## src/rtl/layer2_sequencer.sv

```systemverilog
// Sequences one layer-2 pass over the 10-lane MAC array: bias load, accumulator clear,
// gated activation/weight stream from the synchronous buffers, then a done pulse.
`ifndef LAYER_2_WEIGHTS_BIT_WIDTH
`define LAYER_2_WEIGHTS_BIT_WIDTH 8
`endif

module layer2_sequencer #(
   parameter int NUM_INPUTS   = 64,
   parameter int ADDR_WIDTH   = 6,
   parameter int WEIGHT_WIDTH = `LAYER_2_WEIGHTS_BIT_WIDTH
) (
   input  logic                        clk,
   input  logic                        clr,
   input  logic                        start,
   input  logic [ADDR_WIDTH:0]         inCount,
   input  logic [10*WEIGHT_WIDTH-1:0]  weightsRom,
   output logic [ADDR_WIDTH-1:0]       rdAddr,
   output logic                        rdEn,
   output logic [10*WEIGHT_WIDTH-1:0]  weightsOut,
   output logic                        biasWriteEnable,
   output logic                        macClr,
   output logic                        busy,
   output logic                        done
);

   typedef enum logic [2:0] {IDLE, LOAD_BIAS, CLEAR, ACCUM, DRAIN, DONE} state_t;

   localparam logic [ADDR_WIDTH:0]   COUNT_MAX = (ADDR_WIDTH+1)'(NUM_INPUTS);
   localparam logic [ADDR_WIDTH-1:0] LAST_ADDR = ADDR_WIDTH'(NUM_INPUTS - 1);

   state_t                state_q, state_d;
   logic [ADDR_WIDTH-1:0] rdAddr_q, rdAddr_d;
   logic                  readValid_q;
   logic [ADDR_WIDTH:0]   effCount;
   logic                  avail;

   // Counts beyond the pass length are clamped so the last row is never overrun.
   assign effCount = (inCount > COUNT_MAX) ? COUNT_MAX : inCount;
   assign avail    = ({1'b0, rdAddr_q} < effCount);

   always_comb begin
      state_d         = state_q;
      rdAddr_d        = rdAddr_q;
      rdEn            = 1'b0;
      biasWriteEnable = 1'b0;
      macClr          = 1'b0;
      busy            = 1'b0;
      done            = 1'b0;
      case (state_q)
         IDLE: begin
            if (start) state_d = LOAD_BIAS;
         end
         LOAD_BIAS: begin
            busy            = 1'b1;
            biasWriteEnable = 1'b1;
            state_d         = CLEAR;
         end
         CLEAR: begin
            busy     = 1'b1;
            macClr   = 1'b1;
            rdAddr_d = '0;
            state_d  = ACCUM;
         end
         ACCUM: begin
            busy = 1'b1;
            if (avail) begin
               rdEn = 1'b1;
               if (rdAddr_q == LAST_ADDR) begin
                  rdAddr_d = '0;
                  state_d  = DRAIN;
               end else begin
                  rdAddr_d = rdAddr_q + ADDR_WIDTH'(1);
               end
            end
         end
         DRAIN: begin
            busy    = 1'b1;
            state_d = DONE;
         end
         DONE: begin
            done    = 1'b1;
            state_d = IDLE;
         end
         default: state_d = IDLE;
      endcase
   end

   always_ff @(posedge clk) begin
      if (clr) begin
         state_q     <= IDLE;
         rdAddr_q    <= '0;
         readValid_q <= 1'b0;
      end else begin
         state_q     <= state_d;
         rdAddr_q    <= rdAddr_d;
         readValid_q <= rdEn;
      end
   end

   // The MAC accumulates every edge, so anything but a returning read must present zero weight.
   assign weightsOut = readValid_q ? weightsRom : '0;
   assign rdAddr     = rdAddr_q;

`ifndef SYNTHESIS
   a_count_monotonic: assert property (@(posedge clk) disable iff (clr)
      (busy && $past(busy)) |-> (inCount >= $past(inCount)))
      else $error("inCount decreased during a pass");
`endif

endmodule

```

## config.mk

```make
export PLATFORM = sky130hd
export DESIGN_NAME = layer2_sequencer
export DESIGN_NICKNAME = d
export VERILOG_FILES = /design/src/rtl/layer2_sequencer.sv
export SDC_FILE = /design/constraint.sdc
export NUM_CORES = 1
export LEC_CHECK = 0
export CAP_MARGIN = 20
export CORE_ASPECT_RATIO = 1.1
export CORE_MARGIN = 2
export CORE_UTILIZATION = 26
export CTS_CLUSTER_DIAMETER = 120
export DETAILED_ROUTE_END_ITERATION = 8
export PLACE_DENSITY_LB_ADDON = 0.3
export SLEW_MARGIN = 0
export SYNTH_ARGS = -nofsm -noshare
export SYNTH_HDL_FRONTEND = slang
export SYNTH_SLANG_ARGS = --single-unit
export TNS_END_PERCENT = 50
```

## constraint.sdc

```tcl
create_clock -name clk -period 5.7 [get_ports clk]
set_input_delay 1.14 -clock clk [delete_from_list [all_inputs] [get_ports clk]]
set_output_delay 1.14 -clock clk [all_outputs]
set_load 0.005 [all_outputs]
```

==> results of run 1 <==
## flip-flops by register name (all words and copies together), names as in the netlist
register and flops:
state_q 3, readValid_q 1, rdAddr 6
## critical path, stage by stage
cell	delay [ns]
clkdlybuf4s50_1	0.49
nand2b_1	0.19
ha_1	0.29
a211oi_1	0.28
or3_1	0.20
o21a_1	0.28
and3_1	0.19
clkdlybuf4s50_1	0.49
## cell usage after synthesis (all sizes together) (2+ instances only)
library cell,number
nand3,7
a211oi,2
or3,2
nor3,2
clkbuf,9
inv,2
a22o,3
o21ai,4
dfxtp,10
nor2,7
a31oi,3
nor3b,2
ha,6
nand2b,7
o311ai,2
nand2,5
and2,80
## placed cells by master, fill, tap and decap left out, types with 2 or more instances in the layout
cell type        netlist  routed
nor3b_1                2       2
a22o_1                 3       3
and2_1                80      80
nand3_1                7       7
clkbuf_8               0       4
dfxtp_1               10      10
or3_1                  2       2
nor2_1                 6       6
a31oi_1                3       3
clkdlybuf4s50_1        0     180
nand2_1                5       5
nor3_1                 2       2
ha_1                   6       6
nand2b_1               6       6
o21ai_0                3       3
inv_1                  2       2
## where the power goes
part / internal (uW) / total [uW] / switching, uW
logic: 80.5 / 109 / 28.9
clock network: 60.8 / 89.9 / 29.1
registers: 72.0 / 76.0 / 4.00
total: 213 / 275 / 62.0
## metal layers
| layer | up-vias | share of wire, % |
|---|---|---|
| met5 | - | 0 |
| li1 | 925 | - |
| met2 | 112 | 47 |
| met3 | 6 | 12 |
| met1 | 777 | 40 |
| met4 | 0 | 1.3 |
## stage by stage
step	total power, uW	cells	setup slack, ns	instance area [um2]	utilization [%]
final	275	401	1.00	3130	67.8
after global routing	289	401	0.802	3130	67.8
after CTS	277	401	1.00	3130	67.8
after detailed placement	187	397	1.01	3080	66.6
after global placement	185	397	1.08	3080	66.6
after floorplan	102	169	2.20	1230	-
## final cells by class
class                           instances  area (um2)  area share [%]
Timing Repair Buffer                  181        1810            57.7
Tap cell                               56        70.1            2.24
Clock buffer                            4        55.1            1.76
Multi-Input combinational cell        148         991            31.6
Sequential cell                        10         200            6.39
Inverter                                2        7.51           0.240
## worst min-delay path by stage
| stage | cells past startpoint | startpoint | endpoint | slack (ns) |
|---|---|---|---|---|
| after floorplan | 2 | rdAddr[4] | rdAddr[4] | 0.50 |
| after global placement | 2 | rdAddr[4] | rdAddr[4] | 0.53 |
| after detailed placement | 2 | rdAddr[4] | rdAddr[4] | 0.54 |
| after CTS | 2 | rdAddr[4] | rdAddr[4] | 0.55 |
| after global routing | 2 | rdAddr[4] | rdAddr[4] | 0.58 |
| final | 2 | rdAddr[4] | rdAddr[4] | 0.55 |
## cell families (layout without fill, tap and decap cells)
group | Yosys count | count (layout) | synth area share, %
buffers and inverters | 11 | 187 | 3.35
AND/OR/NAND/NOR | 119 | 119 | 59.4
adder cells (fa/ha/maj) | 6 | 6 | 6.09
XOR/XNOR | 1 | 1 | 0.711
flip-flops | 10 | 10 | 16.2
AO/OA/AOI/OAI | 22 | 22 | 14.2
==> results.cfg, run 1 <==
[synthesis]
syn_inst = 169
syn-num-nets = 265
syn-cell-area_um2 = 1230
synth_cell_types = 38
synth_ff_type = dfxtp_1
synth_area_leaders = and2_1 (41%), dfxtp_1 (16%), ha_1 (6.1%)
ys_async_sr_fraction_pct = 0
avgSynthCellArea_um2 = 7.29
synth_top_cell_by_area = and2_1
yosysSeqAreaShare_pct = 16.2
synth_top_area_share_pct = 40.6
synth_edf_count = 0
ys_warn_count = 0
ys_ff_latch = 10

[worst_setup_path]
r2r_slack_ns = 3.67
cp-endpoint = rdEn
r2r-end = rdAddr[2]
r2r_cells = 6
startpoint_type = input pin
end_kind = output port
crit_arrival_ns = 3.56
reg2reg_from = rdAddr[4]
criticalPathCategory = input pin to output port
critPathLaunch = inCount[6]
cp_max_fo = 8
cp.required_ns = 4.56

[clock_network]
root_buffer = clkbuf_8
path_clk_slew_ns = 0.05
clkLatencyLatePin_ns = 0.24
hold_buffers = 0
clk_path_buf_depth = 2
ctsHtreeMaxLevel = 1
cts_inserted_buffers = 3
cts_resized = 0
cts.sinks = 10
cts_tree = yes
cts_setup_buffers = 0

[finish]
fillers = 399
syn_to_final_growth_pct = 154
final_layout_size_suffix_gt1_share_pct = 2.90
nets = 442
diodes = 0

[global_route]
grt.busiest_layer = met2
antenna_found_initial = 0
met2_usage_pct = 39.3
gr-usage-all-layers_pct = 23.7
grt_pass1_vias = 1685
use_met1_pct = 28.2
grt_max_degree = 81
grt_pass1_wl_mm = 9.79
met3_usage_pct = 10.2
overflow = 0

[drt]
drt_iter0_drc = 59
via_per_inst = 4.54
ant_nets = 0
dr.pass1.iters = 4
post-route-drc-count = 0
drt_wl_total_mm = 6.53
route.vias.total = 1820
wire_per_inst_um = 16.3

[sta]
tightest_slew_ns = 0.525
fin_worst_skew_ns = 0.00307
hold_viol = 0
worst_hold_slack_ns = 0.550
finalSetupViolCount = 0
setup_tns_ns = 0
fin_crit_ns = 4.70
rsz0062_at_grt = false
max_freq_mhz = 213
period_share_pct = 82.4
slew_violations = 0
relSlewSlack_pct = 65.0

[place]
dpl.hpwl_mm = 5.77
io_buffers = 180
gp_congestion = 0.819

[floorplan]
dieHeight_um = 76.2
initial_core_util_pct = 26.7
core_um2 = 4620
die_w_um = 69.6
std_cell_rows = 26
die_area_um2 = 5310
pin_count = 181

[outcome]
status = complete, no violations

[power]
power.leakage_uw = 0.00117
irDropWorstVdd_mv = 0.0732
p_per_area_nw_per_um2 = 87.9

[min_path]
min_path_type = flip-flop to flip-flop

[job]
cap_violations = 0
No activity file was read; power rests on OpenSTA's default activity.
==> run 2: changes to the inputs <==
--- a/config.mk
+++ b/config.mk
@@ -8,7 +8,7 @@
 export CAP_MARGIN = 20
 export CORE_ASPECT_RATIO = 1.1
 export CORE_MARGIN = 2
-export CORE_UTILIZATION = 26
+export CORE_UTILIZATION = 24
 export CTS_CLUSTER_DIAMETER = 120
 export DETAILED_ROUTE_END_ITERATION = 8
 export PLACE_DENSITY_LB_ADDON = 0.3
==> constraint.sdc (replaced) <==
create_clock -name clk -period 4.5 [get_ports clk]
set_input_delay 0.9 -clock clk [delete_from_list [all_inputs] [get_ports clk]]
set_output_delay 0.9 -clock clk [all_outputs]
set_load 0.005 [all_outputs]
==> run 2 against run 1 <==
  * Register-to-register slack got worse by 1.2 ns
  * Clock power grew 27%
  * Combinational power grew 22%
  * Final cell count increased by 0.25%
  * Critical path depth unchanged
  * Die area is 7.9% higher
  * Cell area shrank 0.12%
  * Sequential power grew 30%
  * Total power increased by 26%
  * Setup slack worse by 0.72 ns
  * Highest routed layer unchanged
==> results.cfg, run 2 (synthesis results as in run 1) <==
[outcome]
status = complete, no violations

[worst_setup_path]
crit_arrival_ns = 3.31
cp.required_ns = 3.60
cp_common_cell = clkdlybuf4s50_1
criticalPathCategory = input pin to output port
end_kind = output port
critPathSlowestCell = clkdlybuf4s50_1
slowest_delay_ns = 0.50
r2r_slack_ns = 2.44
cp_max_fo = 8
path_cells = clkdlybuf4s50_1 -> nand2b_1 -> ha_1 -> a211oi_1 -> or3_1 -> o21a_1 -> and3_1 -> clkdlybuf4s50_1
critPathLaunch = inCount[6]
reg2reg_from = rdAddr[4]
startpoint_type = input pin

[clock_network]
cts_resized = 0
cts_tree = yes
path_clk_slew_ns = 0.05
cts.sinks = 10
cts_setup_buffers = 0
clkLatencyLatePin_ns = 0.24
clk_path_buf_depth = 2
cts_inserted_buffers = 3
ctsHtreeMaxLevel = 1
hold_buffers = 0
root_buffer = clkbuf_8

[finish]
largest_reg_flops = 6
final_util_pct = 63.0
final_common_cell = clkdlybuf4s50_1
nets = 441
final_cell_area_um2 = 3130
layout_common_cells = clkdlybuf4s50_1 (180), and2_1 (80), dfxtp_1 (9), nand3_1 (7)
final_layout_size_suffix_gt1_share_pct = 2.91
diodes = 0
fillers = 435
syn_to_final_growth_pct = 154

[sta]
max_freq_mhz = 237
rsz0062_at_grt = false
finalSetupViolCount = 0
setup_tns_ns = 0
fin_worst_skew_ns = 0.000887
fin_crit_ns = 4.21
worst_hold_slack_ns = 0.567
tightest_slew_ns = 0.937
hold_viol = 0
slew_violations = 0
relSlewSlack_pct = 37.6
period_share_pct = 93.6

[power]
p_sw_uw = 75.9
power.leakage_uw = 0.00116
p_comb_share_pct = 38.5
cell_internal_pwr_uw = 270
irDropWorstVdd_mv = 0.169
pwr-share-seq_pct = 28.7
clockPowerShare_pct = 32.8
p_per_area_nw_per_um2 = 110
switching_share_pct = 21.9

[floorplan]
dieHeight_um = 79.2
pin_count = 181
die_area_um2 = 5720
std_cell_rows = 27
core_um2 = 4970
initial_core_util_pct = 24.8
die_w_um = 72.3

[drt]
dr.pass1.iters = 4
route.vias.total = 1810
drt_iter0_drc = 43
post-route-drc-count = 0
drt_wl_total_mm = 6.02
wire_per_inst_um = 15.0
via_per_inst = 4.50
ant_nets = 0

[global_route]
overflow = 0
met3_usage_pct = 7.99
grt_pass1_vias = 1626
grt_pass1_wl_mm = 8.47
gr-usage-all-layers_pct = 19.1
grt.busiest_layer = met2
antenna_found_initial = 0
grt_max_degree = 81
use_met1_pct = 20.1
met2_usage_pct = 35.4

[min_path]
min_path_type = flip-flop to flip-flop
hold_start = state_q[1]

[job]
cap_violations = 0

[place]
dpl.hpwl_mm = 5.16
gp_congestion = 0.835
placed_cell_area_um2 = 3070
io_buffers = 180
-- run 2: metal layers --
layer	part of all wire, %	wire length (um)	up-vias
li1	-	-	919
met1	35	2100	773
met2	51	3050	109
met3	14	819	9
met4	0.85	51	0
met5	0	0	-
-- run 2: worst paths after layout --
kind           endpoint  cells after the start
max                rdEn                      8
max reg2reg   rdAddr[4]                      6
min          state_q[2]                      1
min reg2reg  state_q[2]                      1
-- run 2: cell type report --
cell class | count | area [um2] | area share, %
well taps | 58 | 72.6 | 2.32
flip-flops and latches | 10 | 201 | 6.44
multi-input cells | 148 | 991 | 31.7
inverters | 2 | 7.51 | 0.240
repair buffers | 180 | 1800 | 57.6
clock buffers | 4 | 55.1 | 1.76
-- run 2: power groups by stage --
stage	clock network [uW]	registers (uW)	logic [uW]
2_1_floorplan	0	95.5	33.7
3_3_place_gp	0	101	132
3_5_place_dp	0	101	134
4_1_cts	114	99.1	134
5_1_grt	121	100	143
6_report	114	99.1	133
-- run 2: critical path, delay by kind of cell --
family          cells  cell delay [ns]
fa+ha+maj           1             0.28
compound gates      2             0.55
simple gates        3             0.59
buf+inv             2             1.00
-- run 2: per-stage QoR --
stage	cells	setup WS (ns)	total power, uW
finish	402	0.287	346
global placement	398	0.359	232
floorplan	169	1.48	129
detailed placement	398	0.291	234
CTS	402	0.272	348
global route	402	0.104	365
